[src/rtl/bin2bcd_pkg.sv]
// Shared types and sizing for the binary-to-BCD converter and the display driver.
package bin2bcd_pkg;

  localparam int BCD_W    = 15;
  localparam int BCD_NDIG = 5;
  localparam int CNT_W    = $clog2(BCD_W + 1);

  typedef enum logic [1:0] {
    IDLE,
    SHIFT,
    DONE
  } state_e;

  function automatic longint unsigned pow10(input int n);
    longint unsigned p;
    p = 64'd1;
    for (int i = 0; i < n; i++) p = p * 64'd10;
    return p;
  endfunction

endpackage

[src/rtl/bin2bcd_seq_bcd_digit_adj.sv]
// Double-dabble correction cell: a BCD digit of 5 or more gets +3 before the shift.
module bcd_digit_adj (
  input  logic [3:0] digit_i,
  output logic [3:0] digit_o
);

  assign digit_o = (digit_i >= 4'd5) ? digit_i + 4'd3 : digit_i;

endmodule

[src/rtl/bin2bcd_seq.sv]
// Iterative double-dabble converter: W shift cycles plus one DONE cycle per conversion.
// Optional macro BCD_LZB_EN adds a registered leading-zero blanking mask (blank_o).
module bin2bcd_seq
  import bin2bcd_pkg::*;
#(
  parameter int W    = BCD_W,
  parameter int NDIG = BCD_NDIG
) (
  input  logic              clk_i,
  input  logic              rst_i,
  input  logic              start_i,
  input  logic [W-1:0]      bin_i,
  output logic              busy_o,
  output logic              valid_o,
  output logic [4*NDIG-1:0] bcd_o
`ifdef BCD_LZB_EN
  ,
  output logic [NDIG-1:0]   blank_o
`endif
);

  localparam int CW = $clog2(W + 1);
  localparam longint unsigned MAX_BIN = (64'd1 << W) - 64'd1;

  generate
    if (pow10(NDIG) <= MAX_BIN) begin : g_ndig_too_small
      $error("bin2bcd_seq: NDIG digits cannot represent a W-bit value");
    end
  endgenerate

  state_e            state_q, state_d;
  logic [CW-1:0]     cnt_q, cnt_d;
  logic [W-1:0]      sr_q, sr_d;
  logic [4*NDIG-1:0] scr_q, scr_d;
  logic [4*NDIG-1:0] scr_adj;
  logic [4*NDIG-1:0] bcd_q, bcd_d;
  logic              busy_q, busy_d;
  logic              valid_q, valid_d;

  for (genvar g = 0; g < NDIG; g++) begin : g_adj
    bcd_digit_adj u_adj (
      .digit_i (scr_q[4*g +: 4]),
      .digit_o (scr_adj[4*g +: 4])
    );
  end

`ifdef BCD_LZB_EN
  logic [NDIG-1:0] blank_q, blank_d, blank_calc;
  logic            any_nz;

  // Scanning from the top digit down, a digit is blank until a nonzero digit has been seen.
  always_comb begin
    any_nz     = 1'b0;
    blank_calc = '0;
    for (int i = NDIG - 1; i >= 1; i--) begin
      any_nz        = any_nz | (scr_q[4*i +: 4] != 4'd0);
      blank_calc[i] = ~any_nz;
    end
  end
`endif

  always_ff @(posedge clk_i) begin
    if (rst_i) begin
      state_q <= IDLE;
      cnt_q   <= '0;
      sr_q    <= '0;
      scr_q   <= '0;
      bcd_q   <= '0;
      busy_q  <= 1'b0;
      valid_q <= 1'b0;
`ifdef BCD_LZB_EN
      blank_q <= {{(NDIG-1){1'b1}}, 1'b0};
`endif
    end else begin
      state_q <= state_d;
      cnt_q   <= cnt_d;
      sr_q    <= sr_d;
      scr_q   <= scr_d;
      bcd_q   <= bcd_d;
      busy_q  <= busy_d;
      valid_q <= valid_d;
`ifdef BCD_LZB_EN
      blank_q <= blank_d;
`endif
    end
  end

  always_comb begin
    state_d = state_q;
    cnt_d   = cnt_q;
    sr_d    = sr_q;
    scr_d   = scr_q;
    bcd_d   = bcd_q;
    busy_d  = busy_q;
    valid_d = 1'b0;
`ifdef BCD_LZB_EN
    blank_d = blank_q;
`endif
    case (state_q)
      IDLE: begin
        if (start_i) begin
          sr_d    = bin_i;
          scr_d   = '0;
          cnt_d   = CW'(W);
          busy_d  = 1'b1;
          state_d = SHIFT;
        end
      end
      SHIFT: begin
        {scr_d, sr_d} = {scr_adj, sr_q} << 1;
        cnt_d = cnt_q - CW'(1);
        if (cnt_q == CW'(1)) state_d = DONE;
      end
      DONE: begin
        bcd_d   = scr_q;
        valid_d = 1'b1;
        busy_d  = 1'b0;
`ifdef BCD_LZB_EN
        blank_d = blank_calc;
`endif
        state_d = IDLE;
      end
      default: state_d = IDLE;
    endcase
  end

  assign busy_o  = busy_q;
  assign valid_o = valid_q;
  assign bcd_o   = bcd_q;
`ifdef BCD_LZB_EN
  assign blank_o = blank_q;
`endif

endmodule

[config.mk]
export PLATFORM = sky130hd
export DESIGN_NAME = bin2bcd_seq
export DESIGN_NICKNAME = d
export VERILOG_FILES = /design/src/rtl/bin2bcd_pkg.sv /design/src/rtl/bin2bcd_seq_bcd_digit_adj.sv /design/src/rtl/bin2bcd_seq.sv
export SDC_FILE = /design/constraint.sdc
export NUM_CORES = 1
export LEC_CHECK = 0
export ABC_AREA = 1
export CAP_MARGIN = 0
export CELL_PAD_IN_SITES_DETAIL_PLACEMENT = 1
export CELL_PAD_IN_SITES_GLOBAL_PLACEMENT = 1
export CORE_ASPECT_RATIO = 0.75
export CORE_MARGIN = 1
export CORE_UTILIZATION = 35
export CTS_CLUSTER_DIAMETER = 50
export DETAILED_ROUTE_END_ITERATION = 10
export GPL_TIMING_DRIVEN = 1
export PLACE_DENSITY_LB_ADDON = 0.1
export SYNTH_ARGS = -nofsm -noshare
export SYNTH_HDL_FRONTEND = slang
export SYNTH_SLANG_ARGS = --single-unit
[constraint.sdc]
create_clock -name clk_i -period 1.05 [get_ports clk_i]
set_input_delay 0.105 -clock clk_i [delete_from_list [all_inputs] [get_ports clk_i]]
set_output_delay 0.105 -clock clk_i [all_outputs]
set_load 0.01 [all_outputs]
# Word level (Yosys, flattened, before mapping)
# Cells that the tools add are included.
# op_classes
addsub	6
order_cmp	5
eq_ne	5
mux	17
n_reduce_logical	6
# op_table
cell	count
one-hot mux 20 bit (2 select lines)	1
one-hot mux 15 bit (2 select lines)	1
greater-or-equal comparator 4 x 3 -> 1 bit (second input constant)	5
2-to-1 mux 20 bit	1
2-to-1 mux 4 bit	5
adder 4 x 2 -> 4 bit (second input constant)	4
2-to-1 mux 15 bit	1
one-hot mux 4 bit (2 select lines)	1
AND reduction 2 bit	3
equality test 4 x 1 -> 1 bit (second input constant)	1
2-to-1 mux 2 bit	2
!= test 2 bit (second input constant)	2
one-hot mux 2 bit (2 select lines)	1
nonzero test 2 bit	2
subtractor 4 x 1 -> 4 bit (second input constant)	1
adder 3 x 2 -> 3 bit (second input constant)	1
2-to-1 mux 3 bit	1
equality test 2 x 1 -> 1 bit (second input constant)	1
equality test 2 bit (second input constant)	1
logical NOT 2 bit	1
2-to-1 mux 1 bit	2
one-hot mux 1 bit (2 select lines)	1
# totals
regBits	63
output_inout_bits	22
word_cells	46

# Logic depth before layout (Yosys ltp)
# Gate-level depths: netlist of the first run.
# logic_depth
ltp_word	3
ltp_mapped	8

# By module
# Synthesis of the first run repeated with hierarchy kept, for this count alone.
# hier_totals
cells_unflattened	458
hier_area_um2	3139.3
# modules_own_cells
mod	instances	cells_per_inst	area_per_inst_um2	seq_area_each_um2
bin2bcd_seq	1	343	2463.6	1261.2
bcd_digit_adj	5	23	135.1	0.0

# Worst setup path before layout of the first run
# OpenSTA, ideal clock, no wires.
# synth_timing
kind	register to register
start	register scr_q[8]
end	register scr_q[10]
arrival_time_ns	1.003
t_required_ns	0.937
setup_slack_ns	-0.066
stages_incl_launch_ff	9
path_buffers	0
period_less_slack_ns	1.116
path_cell_list	dfxtp_1 -> inv_1 -> ha_1 -> inv_1 -> nand2_1 -> nand3_1 -> nand2_1 -> nand3_1 -> nand2_1
# synth_via
elab_chain_len	3
word_cells_on_any_way	4
classes_between	add/sub: 1; order compare: 1; mux: 2
# synth_lines
item	line_no	source
start: declaration	bin2bcd_seq.sv:34	logic [4*NDIG-1:0] scr_q, scr_d;
start signal: assignment	bin2bcd_seq.sv:78	scr_q <= scr_d;
adder 4 x 2 -> 4 bit / greater-or-equal comparator 4 x 3 -> 1 bit (equally long branches)	bin2bcd_seq_bcd_digit_adj.sv:7	assign digit_o = (digit_i >= 4'd5) ? digit_i + 4'd3 : digit_i;
2-to-1 mux 4 bit (*)	bin2bcd_seq_bcd_digit_adj.sv:7	
one-hot mux 20 bit (2 select lines) (*)	bin2bcd_seq.sv:99	case (state_q)
# Mark *: on every way between the ends. The rest lies on a longest branch, timed or not.
# A chain may end at the register's enable or synchronous reset.

# Worst setup path in the final report of the first run
# layout_timing
start	register state_q[1]
end	register bcd_q[14] (netlist: bcd_o[14])
# layout_via
elab_chain_len	1
# layout_lines
item	line_no	source
start: declaration	bin2bcd_seq.sv:31	state_e state_q, state_d;
start signal: assignment	bin2bcd_seq.sv:75	state_q <= state_d;
equality test 2 bit	bin2bcd_seq.sv:99	
end signal: assignment	bin2bcd_seq.sv:68	bcd_q <= '0;
end signal: assignment	bin2bcd_seq.sv:79	bcd_q <= bcd_d;
end: declaration	bin2bcd_seq.sv:36	logic [4*NDIG-1:0] bcd_q, bcd_d;
# Every way passes these cells.

==> flow_summary.ini, run 1 <==
[critical_path]
cp_data_required_time_ps = 1330
path_max_fanout = 7
end_kind = register
critPathTopFamily = flip-flops
slowest_stage = dfxtp_2
critical_path.max_stage_delay_ps = 360
cp-start-kind = register
crit_type = register to register
cp.arrival_ps = 1440
path_buf_inv = 3
startpoint = state_q[1]
r2r_start = state_q[1]
path_cells = inv_4, nor2_4, buf_12, clkbuf_16, o21ai_2, a21oi_1

[hold_path]
hold_start = bin_i[0]
min_path_type = primary input to register

[cells_and_area]
drive_above_1_share_pct = 43.70
layoutNonFillerInstCount = 577
fin_nets = 503
design_area_um2 = 4362
diodes = 0
area_delta_synth_final_pct = 57.10

[sta]
rsz0062_at_grt = yes
whs_ps = 331.7
fmax_mhz = 861.6
slew_violations = 0
clock_skew_ps = 7.478
fin_ws_ps = -110.6
tightest_slew_ps = 313.0
finalCriticalPeriod_ps = 1161
setup_viol = 57
relSlewSlack_pct = 79.11
fin_crit_sh_pct = 110.5
hold_viol_final = 0

[run_status]
violations = setup timing
status = finished with violations

[yosys]
synth_nets = 411
synth-seq-cells = 63
synth_common_cells = 106 x nand2_1, 63 x dfxtp_1, 47 x inv_1
synth_top_area_share_pct = 45.43
synth_most_common_cell = nand2_1
synthCells = 381
synthArstFlopShare_pct = 0
ys_seq_area_share_pct = 45.43
synth-main-ff-cell = dfxtp_1
yosys.area.top_type = dfxtp_1
yosys-top-cells-area = dfxtp_1 45%, nand2_1 14%, o21ai_0 7.2%
yosysWarningCount = 0
synth-edff-count = 0
synth_cell_type_count = 18
syn_area_per_cell_um2 = 7.287
synthesis.area_um2 = 2776

[detailed_routing]
drt_wl_total_um = 9940
drc = 0
drt_iter0_drc = 83
wl_per_cell_um = 17.23
vias = 2936
first_pass_iters = 4
via_per_inst = 5.088
antenna_left = 0

[clock_network]
cts_made_buffers = 9
htree_levels = 3
cts_sinks = 63
root_buffer = clkbuf_8
cts_tree = yes
cts_buffer_depth = 2
clkLatencyLatePin_ps = 350
path_clk_slew_ps = 70

[floorplan]
row_count = 27
core_area_um2 = 7500
die_y_um = 79.13
pin_count = 40
start_util_pct = 37.02
dieWidth_um = 104.8
dieArea_um2 = 8296

[global_route]
grt_max_degree = 30
grt_antenna_before_repair = 0
grt.overflow.total = 0
grt_pass1_vias = 2981
grt_pass1_wl_um = 14620
grt_use_total_pct = 22.71

[placement]
post-dp-hpwl_um = 5406
post-place-cells = 545
place_ws_ps = -308.3
place_area_um2 = 3591
routabilityCongestion = 0.7970
io_buffer_count = 39

[pwr]
p_total_mw = 5.354
p_leak_nw = 2.046
peakVddDrop_uv = 586.0
power_per_cell_area_nw_per_um2 = 1227

[run]
maxCapViolCount = 0
==> worst reg2reg max path, delay by kind of cell, from the launching register on <==
| kind | cells | cell delay (ps) |
|---|---|---|
| flip-flops | 1 | 360 |
| buffers and inverters | 3 | 360 |
| AND/OR/NAND/NOR | 1 | 200 |
| AO/OA/AOI/OAI | 2 | 180 |
==> what timing repair did <==
action                     4_1_cts  5_1_grt
cloned                           3        3
resized for setup              123      113
hold endpoints to repair         0        0
buffers inserted                 9        7
hold buffers                     0        0
setup endpoints to repair       79       80
pin swaps                       31       19
==> per-stage QoR <==
step	util [%]	setup TNS [ps]
global route	58.16	-6957
detailed placement	47.88	-14450
finish	58.16	-3554
global placement	47.88	-12440
CTS	55.26	-1826
floorplan	-	0
==> path summary, 6_finish.rpt <==
kind / endpoint / slack [ps] / cells after the start
max: bcd_o[14] / -110 / 6
min: sr_q[0] / 330 / 3
max reg2reg: bcd_o[14] / -110 / 6
min reg2reg: sr_q[10] / 460 / 2
==> flip-flops by register name, indices dropped and copies added, names as in the netlist <==
signal	count
state_q	2
busy_o	1
bcd_o	20
valid_o	1
scr_q	20
sr_q	15
cnt_q	4
==> area by class of cell <==
cell class	count	area, um2
fill	895	3138
sequential	63	1286
multi-input combinational	254	1683
timing repair buffer	96	898.4
inverter	49	203.9
clock buffer	13	158.9
clock inverter	1	5.005
tap	101	126.4
==> power breakdown <==
part	switching (mW)	leakage, nW	internal [mW]
sequential	0.0639	0.520	2.51
combinational	0.498	1.44	0.396
clock	0.928	0.0854	0.958
==> per-layer routing <==
metal	part of all wire (%)	vias up	GRT usage, %	routed length [um]
li1	-	1433	-	-
met1	43	1432	27.48	4232
met2	51	45	40.60	5062
met3	3.6	26	5.255	356
met4	2.9	0	6.197	289
met5	0	-	0	0
==> cell usage in the layout, fill, tap and decap left out, drive strengths merged <==
cell and n:
buf 55, nand2 106, clkinv 1, o21ai 55, nand4 15, inv 49
dfxtp 63, clkbuf 35, o22ai 6, a21oi 23, nand3 24, nor2 13
clkdlybuf4s50 17, clkdlybuf4s15 2, ha 12
==> logic make-up after synthesis <==
group | after synthesis | share of synthesized area [%]
simple gates | 158 | 23.88
compound gates | 84 | 15.55
buf+inv | 64 | 9.734
flops | 63 | 45.43
fa+ha+maj | 12 | 5.408
(Power assumes the default switching activity.)
==> run 2: changes to the inputs <==
--- a/config.mk
+++ b/config.mk
@@ -6,7 +6,6 @@
 export NUM_CORES = 1
 export LEC_CHECK = 0
 export ABC_AREA = 1
-export CAP_MARGIN = 0
 export CELL_PAD_IN_SITES_DETAIL_PLACEMENT = 1
 export CELL_PAD_IN_SITES_GLOBAL_PLACEMENT = 1
 export CORE_ASPECT_RATIO = 0.75
==> results of run 2 <==
No change in the layout: final DEF, timing and power equal those of run 1.
